--- config.mk ---
export PLATFORM = sky130hd
export DESIGN_NAME = aud_player_flat
export DESIGN_NICKNAME = d
export VERILOG_FILES = /design/src/rtl/aud_player_pkg.sv /design/src/rtl/aud_player_if.sv /design/src/rtl/aud_shift_tx.sv /design/src/rtl/aud_player.sv /design/src/flat_wrapper.sv
export SDC_FILE = /design/constraint.sdc
export NUM_CORES = 1
export LEC_CHECK = 0
export ABC_CLOCK_PERIOD_IN_PS = 2700
export CAP_MARGIN = 20
export CELL_PAD_IN_SITES_DETAIL_PLACEMENT = 1
export CELL_PAD_IN_SITES_GLOBAL_PLACEMENT = 1
export CORE_MARGIN = 4
export CORE_UTILIZATION = 30
export DETAILED_ROUTE_END_ITERATION = 6
export HOLD_SLACK_MARGIN = 0.15
export PLACE_DENSITY_LB_ADDON = 0.1
export SLEW_MARGIN = 20
export SYNTH_ARGS = -nofsm -noshare
export SYNTH_HDL_FRONTEND = slang
export SYNTH_SLANG_ARGS = --single-unit
--- constraint.sdc ---
create_clock -name i_clk -period 2.7 [get_ports i_clk]
set_clock_uncertainty 0.15 [all_clocks]
set_input_delay 0.405 -clock i_clk [delete_from_list [all_inputs] [get_ports i_clk]]
set_output_delay 0.405 -clock i_clk [all_outputs]
set_load 0.01 [all_outputs]
--- src/rtl/aud_player_pkg.sv ---
// Definitions shared by the audio player and the audio recorder:
// the sample and address widths, and the playback state encoding.
package aud_player_pkg;

   localparam int DATA_W = 16;
   localparam int ADDR_W = 20;

   typedef enum logic [1:0] {
      S_IDLE,
      S_WAIT,
      S_SEND,
      S_GAP
   } state_t;

endpackage

--- src/rtl/aud_player_if.sv ---
// Control, SRAM and DAC signals of the audio player, grouped into one bus.
// The master drives the controls and the SRAM data; the player (slave) drives the rest.
interface aud_player_if #(
   parameter int DATA_W = aud_player_pkg::DATA_W,
   parameter int ADDR_W = aud_player_pkg::ADDR_W
) ();

   logic              i_lrc;
   logic              i_start;
   logic              i_pause;
   logic              i_stop;
   logic [ADDR_W-1:0] i_end_addr;
   logic [DATA_W-1:0] i_data;
   logic [ADDR_W-1:0] o_address;
   logic              o_dac_data;
   logic              o_done;

   modport master (
      output i_lrc, i_start, i_pause, i_stop, i_end_addr, i_data,
      input  o_address, o_dac_data, o_done
   );

   modport slave (
      input  i_lrc, i_start, i_pause, i_stop, i_end_addr, i_data,
      output o_address, o_dac_data, o_done
   );

endinterface

--- src/rtl/aud_shift_tx.sv ---
// Parallel-load, MSB-first serialiser with a bit counter; the serial output is
// registered and falls to zero in any cycle that neither loads nor shifts.
module aud_shift_tx #(
   parameter int DATA_W = aud_player_pkg::DATA_W
) (
   input  logic              clk,
   input  logic              rst_n,
   input  logic              load,
   input  logic              shift,
   input  logic [DATA_W-1:0] din,
   output logic              bit_out,
   output logic              last
);

   localparam int CNT_W = $clog2(DATA_W);

   logic [DATA_W-2:0] shreg;
   logic [CNT_W-1:0]  count;

   // The counter reaches zero while bit 1 is on the wire, so the shift that puts
   // bit 0 out is the one that sees last high.
   always_ff @(posedge clk or negedge rst_n) begin
      if (!rst_n) begin
         bit_out <= 1'b0;
         shreg   <= '0;
         count   <= '0;
      end else if (load) begin
         bit_out <= din[DATA_W-1];
         shreg   <= din[DATA_W-2:0];
         count   <= CNT_W'(DATA_W - 2);
      end else if (shift) begin
         bit_out <= shreg[DATA_W-2];
         shreg   <= {shreg[DATA_W-3:0], 1'b0};
         if (count != '0) begin
            count <= count - 1'b1;
         end
      end else begin
         bit_out <= 1'b0;
         shreg   <= '0;
         count   <= '0;
      end
   end

   assign last = (count == '0);

endmodule

--- src/rtl/aud_player.sv ---
// I2S audio player: reads samples from SRAM and sends each one MSB first on both
// channels of a frame, with a one-BCLK delay after each LRC edge.
module aud_player #(
   parameter int DATA_W = aud_player_pkg::DATA_W,
   parameter int ADDR_W = aud_player_pkg::ADDR_W
) (
   input logic         i_clk,
   input logic         i_rst_n,
   aud_player_if.slave bus
);

   import aud_player_pkg::*;

   state_t            state;
   logic              lrc_d;
   logic              mute;
   logic              last;
   logic              left;
   logic              done;
   logic [DATA_W-1:0] hold;
   logic [ADDR_W-1:0] address;

   logic              rise;
   logic              fall;
   logic              stop_evt;
   logic              frame_evt;
   logic              fall_evt;
   logic              word_end;
   logic              advance;
   logic              tx_load;
   logic              tx_shift;
   logic              tx_last;
   logic              tx_bit;
   logic [DATA_W-1:0] new_word;
   logic [DATA_W-1:0] tx_din;

   // An LRC edge seen during SEND truncates the word in flight, and the left word
   // still counts as played so that short half-frames keep the address moving.
   always_comb begin
      rise      = bus.i_lrc && !lrc_d;
      fall      = !bus.i_lrc && lrc_d;
      stop_evt  = (state != S_IDLE) && bus.i_stop;
      frame_evt = !stop_evt && rise && (state != S_IDLE);
      fall_evt  = !stop_evt && fall && (state == S_SEND || state == S_GAP);
      tx_shift  = !stop_evt && !rise && !fall && (state == S_SEND);
      word_end  = tx_shift && tx_last;
      advance   = (state == S_SEND) && left && !mute && (fall_evt || word_end);
      new_word  = bus.i_pause ? '0 : bus.i_data;
      tx_load   = (frame_evt && !last) || fall_evt;
      tx_din    = frame_evt ? new_word : hold;
   end

   always_ff @(posedge i_clk or negedge i_rst_n) begin
      if (!i_rst_n) begin
         state   <= S_IDLE;
         lrc_d   <= 1'b0;
         mute    <= 1'b0;
         last    <= 1'b0;
         left    <= 1'b0;
         done    <= 1'b0;
         hold    <= '0;
         address <= '0;
      end else begin
         lrc_d <= bus.i_lrc;
         done  <= 1'b0;
         if (stop_evt) begin
            state   <= S_IDLE;
            address <= '0;
         end else begin
            case (state)
               S_IDLE: begin
                  if (bus.i_start && !bus.i_stop) begin
                     address <= '0;
                     last    <= 1'b0;
                     state   <= S_WAIT;
                  end
               end
               default: begin
                  if (frame_evt) begin
                     mute <= bus.i_pause;
                     if (last) begin
                        done  <= 1'b1;
                        state <= S_IDLE;
                     end else begin
                        hold  <= new_word;
                        left  <= 1'b1;
                        state <= S_SEND;
                     end
                  end else if (fall_evt) begin
                     left  <= 1'b0;
                     state <= S_SEND;
                  end else if (word_end) begin
                     state <= S_GAP;
                  end
               end
            endcase
            // The final address is played once and then flagged rather than passed.
            if (advance) begin
               if (address == bus.i_end_addr) begin
                  last <= 1'b1;
               end else begin
                  address <= address + 1'b1;
               end
            end
         end
      end
   end

   aud_shift_tx #(
      .DATA_W(DATA_W)
   ) u_tx (
      .clk    (i_clk),
      .rst_n  (i_rst_n),
      .load   (tx_load),
      .shift  (tx_shift),
      .din    (tx_din),
      .bit_out(tx_bit),
      .last   (tx_last)
   );

   assign bus.o_address  = address;
   assign bus.o_dac_data = tx_bit;
   assign bus.o_done     = done;

endmodule
--- src/flat_wrapper.sv ---
// flat-port wrapper written by rule: the top's interface ports become plain ports
module aud_player_flat import aud_player_pkg::*;
#(
   parameter int DATA_W = aud_player_pkg::DATA_W,
   parameter int ADDR_W = aud_player_pkg::ADDR_W
)
  (i_clk, i_rst_n, bus_i_lrc, bus_i_start, bus_i_pause, bus_i_stop, bus_i_end_addr, bus_i_data, bus_o_address, bus_o_dac_data, bus_o_done);
  aud_player_if #(.DATA_W(DATA_W), .ADDR_W(ADDR_W)) bus_i ();
  input logic i_clk;
  input logic i_rst_n;
  input wire logic [$bits(bus_i.i_lrc)-1:0] bus_i_lrc;
  input wire logic [$bits(bus_i.i_start)-1:0] bus_i_start;
  input wire logic [$bits(bus_i.i_pause)-1:0] bus_i_pause;
  input wire logic [$bits(bus_i.i_stop)-1:0] bus_i_stop;
  input wire logic [$bits(bus_i.i_end_addr)-1:0] bus_i_end_addr;
  input wire logic [$bits(bus_i.i_data)-1:0] bus_i_data;
  output wire logic [$bits(bus_i.o_address)-1:0] bus_o_address;
  output wire logic [$bits(bus_i.o_dac_data)-1:0] bus_o_dac_data;
  output wire logic [$bits(bus_i.o_done)-1:0] bus_o_done;
  assign bus_i.i_lrc = bus_i_lrc;
  assign bus_i.i_start = bus_i_start;
  assign bus_i.i_pause = bus_i_pause;
  assign bus_i.i_stop = bus_i_stop;
  assign bus_i.i_end_addr = bus_i_end_addr;
  assign bus_i.i_data = bus_i_data;
  assign bus_o_address = bus_i.o_address;
  assign bus_o_dac_data = bus_i.o_dac_data;
  assign bus_o_done = bus_i.o_done;
  aud_player #(.DATA_W(DATA_W), .ADDR_W(ADDR_W)) u_core (.i_clk(i_clk), .i_rst_n(i_rst_n), .bus(bus_i));
endmodule
==> summary.txt, run 1 <==
Layout
  • Layout fillers: roughly 1300
  • Most frequent cells in the layout: dfrtp_1 (63), clkdlybuf4s50_1 (62), nand2_1 (49)
  • Layout cells sized above 1: 0.105
  • Post-Layout Cell Count: 601
  • Nets@finish: roughly 500
  • Diodes inserted: 0
  • Syn-to-layout area delta: 34.1%
  • Most common cell after layout, fill and taps aside: dfrtp_1

Timing
  • Max Freq: between 0.4 and 0.5 GHz
  • Max transition margin: 0.582
  • # setup viols final: 0
  • Worst-Margin Slew: about 0.63 ns
  • Hold_ws: between 0.3 and 0.4 ns
  • RSZ-0062 raised after global routing: no
  • Crit share post-route: 0.921
  • Period minus WS final: around 2.5 ns
  • Setup_tns: 0 ns
  • Fin. Hold Viols: 0
  • Max Slew Vio Count: 0

Drt
  • Vias: about 3100
  • Met2 Wirelength: between 4000 and 5000 um
  • Remaining DRCs: 0
  • First-pass detailed-route iteration total: 4
  • Starting DRT DRC Count: between 100 and 150
  • Highest routed layer: met4
  • Metal3 WL: 305 um
  • Via/cell ratio: roughly 5
  • Metal-1 WL: ~5200 um
  • WL/cell: 17.0 um
  • Routed wire length: 10200 um
  • Post-route ant nets: 0

Floorplanning
  • I/O Pins: between 60 and 70
  • Die area: ~14000 sq um
  • Die width: ~120 um
  • Initial Util: 0.309
  • Num rows: 39
  • Core ar.: around 12000 sq um
  • Die height: ~120 um

Worst setup path
  • RR Endpoint: u_core.bus.o_address[12]
  • Crit path launch type: register
  • Critical path startpoint: u_core.u_tx.count[0]
  • CP max FO: 12
  • CP Capture Type: register
  • CP required: ~2.7 ns
  • Reg2Reg Depth: 7
  • Setup slack, reg-to-reg: 0.21 ns
  • Worst EP arrival: ~2.5 ns
  • End point of the critical path: u_core.bus.o_address[12]
  • Kind of critical path: register to register
  • Reg-to-Reg Start: u_core.u_tx.count[0]

Placement
  • Routability congestion estimate: 0.749
  • DP Wirelength: between 6000 and 7000 um
  • Port buffer count: 63
  • Placed cells: around 580

Synthesis
  • Synth Area in Simple Gates: 0.235
  • EDFF count, synth: 0
  • Cell Area, Synth: about 3600 sq um
  • Ys async rst share: 1.00
  • Flop and latch count out of synthesis: 63
  • Synthesized area per cell: just over 9 sq um
  • Syn_nets: between 400 and 500
  • Share of the yosys chip area belonging to registers: 0.443
  • Mux cell area share after synthesis: 0.0288
  • Largest family of logic cells by synthesized area: simple AND/OR/NAND/NOR gates
  • Adder and majority cell fraction of the synthesized area: 0.00703
  • Ys Warns: 0
  • Unique cell type count in the Yosys netlist: between 50 and 60
  • Post-Synth XOR/XNOR Area: 0.0689
  • Post-Syn Instances: 383
  • Prevailing post-synth register cell: dfrtp_1
  • Post-synthesis compound-gate area fraction: 0.164

CTS
  • CTS resizes: 0
  • Clock Latency Late Sink: roughly 0.33 ns
  • H-tree Lvls: 3
  • CTS tree: built
  • Root Driver: clkbuf_16
  • Reg clk slew, reported paths: roughly 0.06 ns
  • Maximum buffer depth of the clock tree: 2
  • Num CTS Buffers: 9
  • Sink Count: 63

Pwr
  • Static leakage: around 2.0 nW
  • Cell Int Power: 0.00208 W
  • Clock power share: 0.513
  • Flop pwr share: 0.386
  • Net Sw Power: between 0.0006 and 0.0007 W
  • Pwr Density: 565 nW/um^2
  • Logic pwr share: 0.101
  • Max VDD drop: around 0.00028 V
  • Switching share of power: 0.230

Global routing
  • Initial antenna violation count: 0
  • Global route overflow: 0
  • Vias in the first global route: roughly 3200
  • Global Route Usage Sum: 0.156
  • Largest net degree at the start of global routing: 64
  • Wire length of the first global-routing pass: roughly 17000 um

Worst hold path
  • Worst min path class: register to register

Job
  • MaxCap Viol Count: 0

Run status
  • Status: complete, no violations
-- per-layer routing --
| layer | up-vias | global-route usage |
|---|---|---|
| li1 | 1495 | - |
| met1 | 1532 | 0.230 |
| met2 | 46 | 0.232 |
| met3 | 9 | 0.0288 |
| met4 | 0 | 0.0497 |
| met5 | - | 0 |
-- synthesized netlist by cell type (5+ instances only) --
library cell   n  area (sq um)
nor4_1         6          37.5
dfrtp_1       63          1580
xor2_1        14           123
nand4_1        6          37.5
o211ai_1       8          60.1
nand3_1        8          40.0
nor2_1        14          52.6
xnor2_1       14           123
nand2b_1       5          31.3
clkbuf_1      16          60.1
a21oi_1       21           105
mux2i_1        8          80.1
o221ai_1       7          61.3
nand3b_1      16           120
nor3_1         5          25.0
nand2_1       49           184
inv_1         17          63.8
nor3b_1       17           128
o21ai_0       38           190
-- through the flow --
step                      total power [W]   util  area, sq um  setup WS (ns)
after global routing              0.00280  0.414         4770         0.0205
after floorplan                   0.00119      -         3560          0.594
after detailed placement          0.00133  0.383         4410         0.0453
final                             0.00270  0.414         4770          0.214
after global placement            0.00132  0.383         4410         0.0355
after CTS                         0.00273  0.414         4770          0.222
-- state kept, by name, summed over array words and instances, names as in the netlist --
name / count
u_core.bus.o_done: 1
u_core.u_tx.bit_out: 1
u_core.lrc_d: 1
u_core.left: 1
u_core.u_tx.count: 4
u_core.bus.o_address: 20
u_core.u_tx.shreg: 15
u_core.mute: 1
u_core.state: 2
u_core.hold: 16
u_core.last: 1
-- area by class of cell --
cell class                 count  area, sq um  share of cell area
multi-input combinational    280         1800               0.378
sequential                    63         1580               0.330
timing repair buffer          82          796               0.167
clock buffer                  10          239              0.0501
tap                          143          179              0.0375
clock inverter                 6          115              0.0241
inverter                      17         63.8              0.0134
-- critical path, cell delays in order (launching register included) --
cell       delay, ns
dfrtp_1         0.37
inv_1           0.09
ha_1            0.22
or3b_4          0.40
o41ai_2         0.25
nand2_1         0.13
a2bb2oi_2       0.53
o221ai_1        0.19
-- power groups by stage --
| stage | clock network [W] | logic, W | registers, W |
|---|---|---|---|
| after floorplan | 0 | 0.000146 | 0.00104 |
| after global placement | 0 | 0.000269 | 0.00105 |
| after detailed placement | 0 | 0.000275 | 0.00106 |
| after CTS | 0.00141 | 0.000278 | 0.00104 |
| after global routing | 0.00145 | 0.000310 | 0.00105 |
| final | 0.00138 | 0.000271 | 0.00104 |
-- repair_timing --
item,4_1_cts,5_1_grt
hold buffers,1,0
endpoints found under the hold margin,63,0
buffers inserted,0,0
setup endpoints to repair,0,0
-- kinds of logic (layout without fill, tap and decap cells) --
| family | Yosys count | in the layout |
|---|---|---|
| XOR/XNOR | 28 | 28 |
| adder cells (fa/ha/maj) | 2 | 2 |
| multiplexers | 10 | 10 |
| AND/OR/NAND/NOR | 149 | 149 |
| flip-flops | 63 | 63 |
| AO/OA/AOI/OAI | 91 | 91 |
| buffers and inverters | 40 | 115 |
-- worst min-delay path by stage --
stage	start	to	slack, ns	depth (start not counted)
2_1_floorplan	i_rst_n	u_core.bus.o_address[0]	-0.04	0
3_3_place_gp	u_core.u_tx.shreg[2]	u_core.u_tx.shreg[3]	0.28	2
3_5_place_dp	u_core.u_tx.shreg[11]	u_core.u_tx.shreg[12]	0.30	2
4_1_cts	u_core.u_tx.shreg[11]	u_core.u_tx.shreg[12]	0.31	2
5_1_grt	u_core.u_tx.shreg[8]	u_core.u_tx.shreg[9]	0.34	2
6_report	u_core.u_tx.shreg[11]	u_core.u_tx.shreg[12]	0.30	2
Note: power is estimated with default switching activity, not from simulation.
==> run 2, diff against run 1 <==
--- a/config.mk
+++ b/config.mk
@@ -10,11 +10,10 @@
 export CELL_PAD_IN_SITES_DETAIL_PLACEMENT = 1
 export CELL_PAD_IN_SITES_GLOBAL_PLACEMENT = 1
 export CORE_MARGIN = 4
-export CORE_UTILIZATION = 30
+export CORE_UTILIZATION = 40
 export DETAILED_ROUTE_END_ITERATION = 6
 export HOLD_SLACK_MARGIN = 0.15
 export PLACE_DENSITY_LB_ADDON = 0.1
-export SLEW_MARGIN = 20
 export SYNTH_ARGS = -nofsm -noshare
 export SYNTH_HDL_FRONTEND = slang
 export SYNTH_SLANG_ARGS = --single-unit
==> summary.txt, run 2 (synthesis results as in run 1) <==
CTS
  • H-tree Lvls: 3
  • CTS tree: built
  • Clock Latency Late Sink: between 0.3 and 0.4 ns
  • Maximum buffer depth of the clock tree: 2
  • Root Driver: clkbuf_8
  • Sink Count: 63
  • Num CTS Buffers: 9
  • Reg clk slew, reported paths: about 0.080 ns
  • Setup bufs post-CTS: 0

Global routing
  • Met2 usage: 0.298
  • Grt met3 use: 0.0553
  • Global route overflow: 0
  • Largest net degree at the start of global routing: between 60 and 70
  • Global Route Usage Sum: 0.194
  • GRT busiest layer: met2
  • Initial antenna violation count: 0
  • Vias in the first global route: 3140
  • Wire length of the first global-routing pass: ~16000 um
  • GR Util met1: 0.270

Layout
  • Nets@finish: around 490
  • Syn-to-layout area delta: 29.4%
  • Reg area: between 1500 and 2000 sq um
  • Most frequent cells in the layout: dfrtp_1 (63), clkdlybuf4s50_1 (62), nand2_1 (49)
  • Largest register FFs: 20
  • Total area of multi-input combinational cells: approximately 1800 sq um
  • Layout cells sized above 1: 0.0947
  • Final instance area: 4600 sq um
  • Layout fillers: 1000
  • Most common cell after layout, fill and taps aside: dfrtp_1
  • Diodes inserted: 0
  • Utilization after layout: 0.530

Pwr
  • Pwr Density: between 500 and 600 nW/um^2
  • Static leakage: 1.91 nW
  • Max VDD drop: between 0.0002 and 0.0003 V

Worst setup path
  • CP max FO: 12
  • Reg2Reg Depth: 7
  • CP required: 2.76 ns
  • Kind of critical path: register to register
  • CP Capture Type: register
  • Crit path launch type: register
  • Worst EP arrival: between 2 and 3 ns

Drt
  • Vias: just over 3000
  • Routed wire length: between 9000 and 10000 um
  • First-pass detailed-route iteration total: 4
  • WL/cell: 17.0 um
  • Starting DRT DRC Count: slightly below 80
  • Remaining DRCs: 0
  • Via/cell ratio: 5.42
  • Post-route ant nets: 0

Timing
  • Crit share post-route: 0.904
  • # setup viols final: 0
  • Worst-Margin Slew: 0.641 ns
  • Max transition margin: 0.568
  • Period minus WS final: 2.44 ns
  • Max Slew Vio Count: 0
  • Hold_ws: 0.306 ns
  • Fin. Hold Viols: 0
  • Setup_tns: 0 ns
  • Max Freq: approximately 0.4 GHz
  • RSZ-0062 raised after global routing: no

Floorplanning
  • Num rows: 34
  • I/O Pins: 64
  • Die area: between 10000 and 15000 sq um
  • Die height: 102 um
  • Initial Util: 0.410
  • Die width: between 100 and 150 um
  • Core ar.: about 8700 sq um

Job
  • MaxCap Viol Count: 0

Placement
  • DP Wirelength: between 6000 and 7000 um
  • Routability congestion estimate: approximately 0.84
  • Post-place instance area: ~4300 sq um
  • Port buffer count: 63

Worst hold path
  • WHS Path Cells: 2
  • Worst min path class: register to register

Run status
  • Status: complete, no violations
## run 2: changes by cell type in the layout (fill, tap and decap cells not counted), moves of 2 or more
cell / change
clkbuf_16: -9
clkinv_2: +2
clkbuf_8: +8
buf_4: -5
inv_6: -2
## run 2: worst paths after layout
path / slack [ns] / startpoint / end
max reg2reg: 0.26 / u_core.u_tx.count[0] / u_core.bus.o_address[12]
max in group asynchronous: 1.68 / i_rst_n / u_core.bus.o_address[13]
min in group asynchronous: 0.43 / i_rst_n / u_core.hold[3]
min: 0.31 / u_core.u_tx.shreg[12] / u_core.u_tx.shreg[13]
max: 0.26 / u_core.u_tx.count[0] / u_core.bus.o_address[12]
min reg2reg: 0.31 / u_core.u_tx.shreg[12] / u_core.u_tx.shreg[13]
## run 2: layout make-up
class	instances	share of cell area
Tap cell	108	0.0294
Sequential cell	63	0.342
Multi-Input combinational cell	280	0.394
Clock inverter	6	0.0236
Timing Repair Buffer	78	0.169
Clock buffer	10	0.0277
Inverter	17	0.0139
## run 2: routing by layer
| layer | share of wire | vias up |
|---|---|---|
| li1 | - | 1489 |
| met1 | 0.49 | 1502 |
| met2 | 0.47 | 43 |
| met3 | 0.033 | 12 |
| met4 | 0.012 | 0 |
| met5 | 0 | - |
## run 2: power breakdown
group | total (W) | internal (W) | switching [W]
combinational | 0.000268 | 0.000136 | 0.000132
sequential | 0.00104 | 0.00101 | 0.0000345
clock | 0.000998 | 0.000612 | 0.000386
total | 0.00231 | 0.00175 | 0.000552
## run 2: metrics by stage
step / power [W] / instances / worst slack, ns
after global routing: 0.00243 / 562 / 0.110
after floorplan: 0.00119 / 383 / 0.594
final: 0.00231 / 562 / 0.260
after detailed placement: 0.00133 / 544 / -0.00393
after CTS: 0.00234 / 561 / 0.122
after global placement: 0.00132 / 544 / 0.0323
## run 2: worst max-delay path, cell delays in order (launching register included)
cell and delay (ns):
dfrtp_1 0.38, inv_1 0.09, ha_1 0.20, or3b_4 0.41
o41ai_2 0.31, nand2_1 0.20, a2bb2oi_4 0.39, o221ai_1 0.16
## run 2: what timing repair did
action	4_1_cts	5_1_grt
endpoints found under the setup margin	0	9
hold buffers	1	0
hold endpoints to repair	63	0
gates resized for setup	0	1
==> run 3, diff against run 2 <==
--- a/config.mk
+++ b/config.mk
@@ -9,6 +9,7 @@
 export CAP_MARGIN = 20
 export CELL_PAD_IN_SITES_DETAIL_PLACEMENT = 1
 export CELL_PAD_IN_SITES_GLOBAL_PLACEMENT = 1
+export CORE_ASPECT_RATIO = 0.5
 export CORE_MARGIN = 4
 export CORE_UTILIZATION = 40
 export DETAILED_ROUTE_END_ITERATION = 6
==> summary.txt, run 3 (synthesis results as in run 1) <==
Pwr
  • Pwr Density: 539 nW/um^2
  • Max VDD drop: about 0.00031 V
  • Static leakage: slightly below 2 nW
  • Power, Total: between 0.002 and 0.003 W

CTS
  • CTS tree: built
  • Clock Latency Late Sink: 0.34 ns
  • Num CTS Buffers: 9
  • Sink Count: 63
  • Root Driver: clkbuf_16
  • Maximum buffer depth of the clock tree: 2
  • Reg clk slew, reported paths: approximately 0.06 ns
  • H-tree Lvls: 3

Floorplanning
  • Die width: between 100 and 150 um
  • Die area: about 11000 sq um
  • I/O Pins: 64
  • Die height: 74.7 um
  • Num rows: 23
  • Initial Util: 0.428
  • Core ar.: between 8000 and 9000 sq um

Job
  • MaxCap Viol Count: 0

Worst setup path
  • Reg-to-Reg Start: u_core.u_tx.count[0]
  • CP required: 2.75 ns
  • Crit path launch type: register
  • CP Capture Type: register
  • Slowest-stage cell, CP: or3b_4
  • Reg2Reg Depth: 7
  • RR Endpoint: u_core.bus.o_address[12]
  • Crit-path cells: inv_1 -> ha_1 -> or3b_4 -> o41ai_2 -> nand2_1 -> a2bb2oi_4 -> o221ai_1
  • Setup slack, reg-to-reg: between 0.2 and 0.25 ns
  • CP max FO: 12
  • Kind of critical path: register to register
  • Worst EP arrival: roughly 2.5 ns
  • Critical path startpoint: u_core.u_tx.count[0]
  • Worst path max stage delay: 0.41 ns

Timing
  • Worst-Margin Slew: 0.856 ns
  • RSZ-0062 raised after global routing: no
  • Period minus WS final: 2.45 ns
  • Crit share post-route: 0.909
  • Max Freq: a little over 0.4 GHz
  • Max Slew Vio Count: 0
  • Max transition margin: 0.430
  • # setup viols final: 0
  • Fin. Hold Viols: 0

Global routing
  • Initial antenna violation count: 0
  • Global Route Usage Sum: 0.208
  • GR Util met1: 0.257
  • Global route overflow: 0
  • Largest net degree at the start of global routing: 64
  • Grt met3 use: 0.0590
  • Wire length of the first global-routing pass: ~17000 um
  • GRT busiest layer: met2
  • Met2 usage: 0.358
  • Vias in the first global route: ~3500

Layout
  • Final instance area: ~4700 sq um
  • Reg area: about 1600 sq um
  • Layout cells sized above 1: 0.0969
  • Nets@finish: around 500
  • Most common cell after layout, fill and taps aside: dfrtp_1
  • Diodes inserted: 0
  • Largest register FFs: 20
  • Utilization after layout: 0.560
  • Total area of multi-input combinational cells: 1810 sq um
  • Layout fillers: 928
  • Syn-to-layout area delta: 30.8%
  • Most frequent cells in the layout: dfrtp_1 (63), clkdlybuf4s50_1 (62), nand2_1 (49)

Drt
  • Post-route ant nets: 0
  • Routed wire length: between 10000 and 15000 um
  • Via/cell ratio: 5.53
  • First-pass detailed-route iteration total: 4
  • Vias: 3128
  • Remaining DRCs: 0
  • WL/cell: about 18 um
  • Starting DRT DRC Count: between 100 and 150

Worst hold path
  • Hold path startpoint: u_core.u_tx.shreg[0]
  • WHS Path Cells: 2
  • Worst min path class: register to register
  • Hold path endpoint: u_core.u_tx.shreg[1]

Placement
  • DP Wirelength: roughly 6900 um
  • Routability congestion estimate: between 0.8 and 0.9
  • Port buffer count: 63
  • Post-place instance area: roughly 4300 sq um

Run status
  • Status: complete, no violations
run 3: layout make-up:
type,instances,area share
Sequential cell,63,0.339
Multi-Input combinational cell,280,0.389
Timing Repair Buffer,78,0.162
Clock buffer,10,0.0513
Tap cell,112,0.0301
Inverter,17,0.0137
Clock inverter,6,0.0150
run 3: how the worst max path moves through the flow:
stage / end / slack, ns / cells after the start
floorplan: u_core.bus.o_address[15] / 0.59 / 9
global placement: u_core.bus.o_address[12] / -0.1 / 7
detailed placement: u_core.bus.o_address[7] / -0.1 / 7
CTS: u_core.bus.o_address[12] / 0.15 / 7
global route: u_core.bus.o_address[12] / 0.09 / 7
finish: u_core.bus.o_address[12] / 0.25 / 7
run 3: per-stage QoR:
step	TNS [ns]	hold WS, ns	cells	setup WS [ns]
after floorplan	0	-0.0406	383	0.594
after global placement	-0.707	0.280	548	-0.0964
after detailed placement	-0.641	0.296	548	-0.0962
after CTS	0	0.309	565	0.145
after global routing	0	0.331	566	0.0852
final	0	0.308	566	0.245
run 3: what timing repair did:
item | in CTS | in global routing
hold buffers | 1 | 0
setup endpoints to repair | 0 | 9
setup buffers | 0 | 0
endpoints found under the hold margin | 30 | 0
gates resized for setup | 0 | 1
run 3: critical path: cells and delay by family, from the launching register on:
kind,cells,cell delay [ns]
compound gates,3,0.85
simple gates,2,0.60
flops,1,0.39
fa+ha+maj,1,0.21
buf+inv,1,0.11
run 3: metal layers:
| metal | part of all wire | vias up | wire, um |
|---|---|---|---|
| met5 | 0 | - | 0 |
| met4 | 0.015 | 0 | 152 |
| met3 | 0.042 | 17 | 433 |
| met2 | 0.48 | 55 | 4920 |
| met1 | 0.46 | 1555 | 4770 |
| li1 | - | 1501 | - |
run 3: power by group:
part / switching [W] / internal [W] / total (W)
Clock: 0.000449 / 0.000742 / 0.00119
Sequential: 0.0000381 / 0.00101 / 0.00105
Combinational: 0.000138 / 0.000134 / 0.000272
Total: 0.000625 / 0.00188 / 0.00251
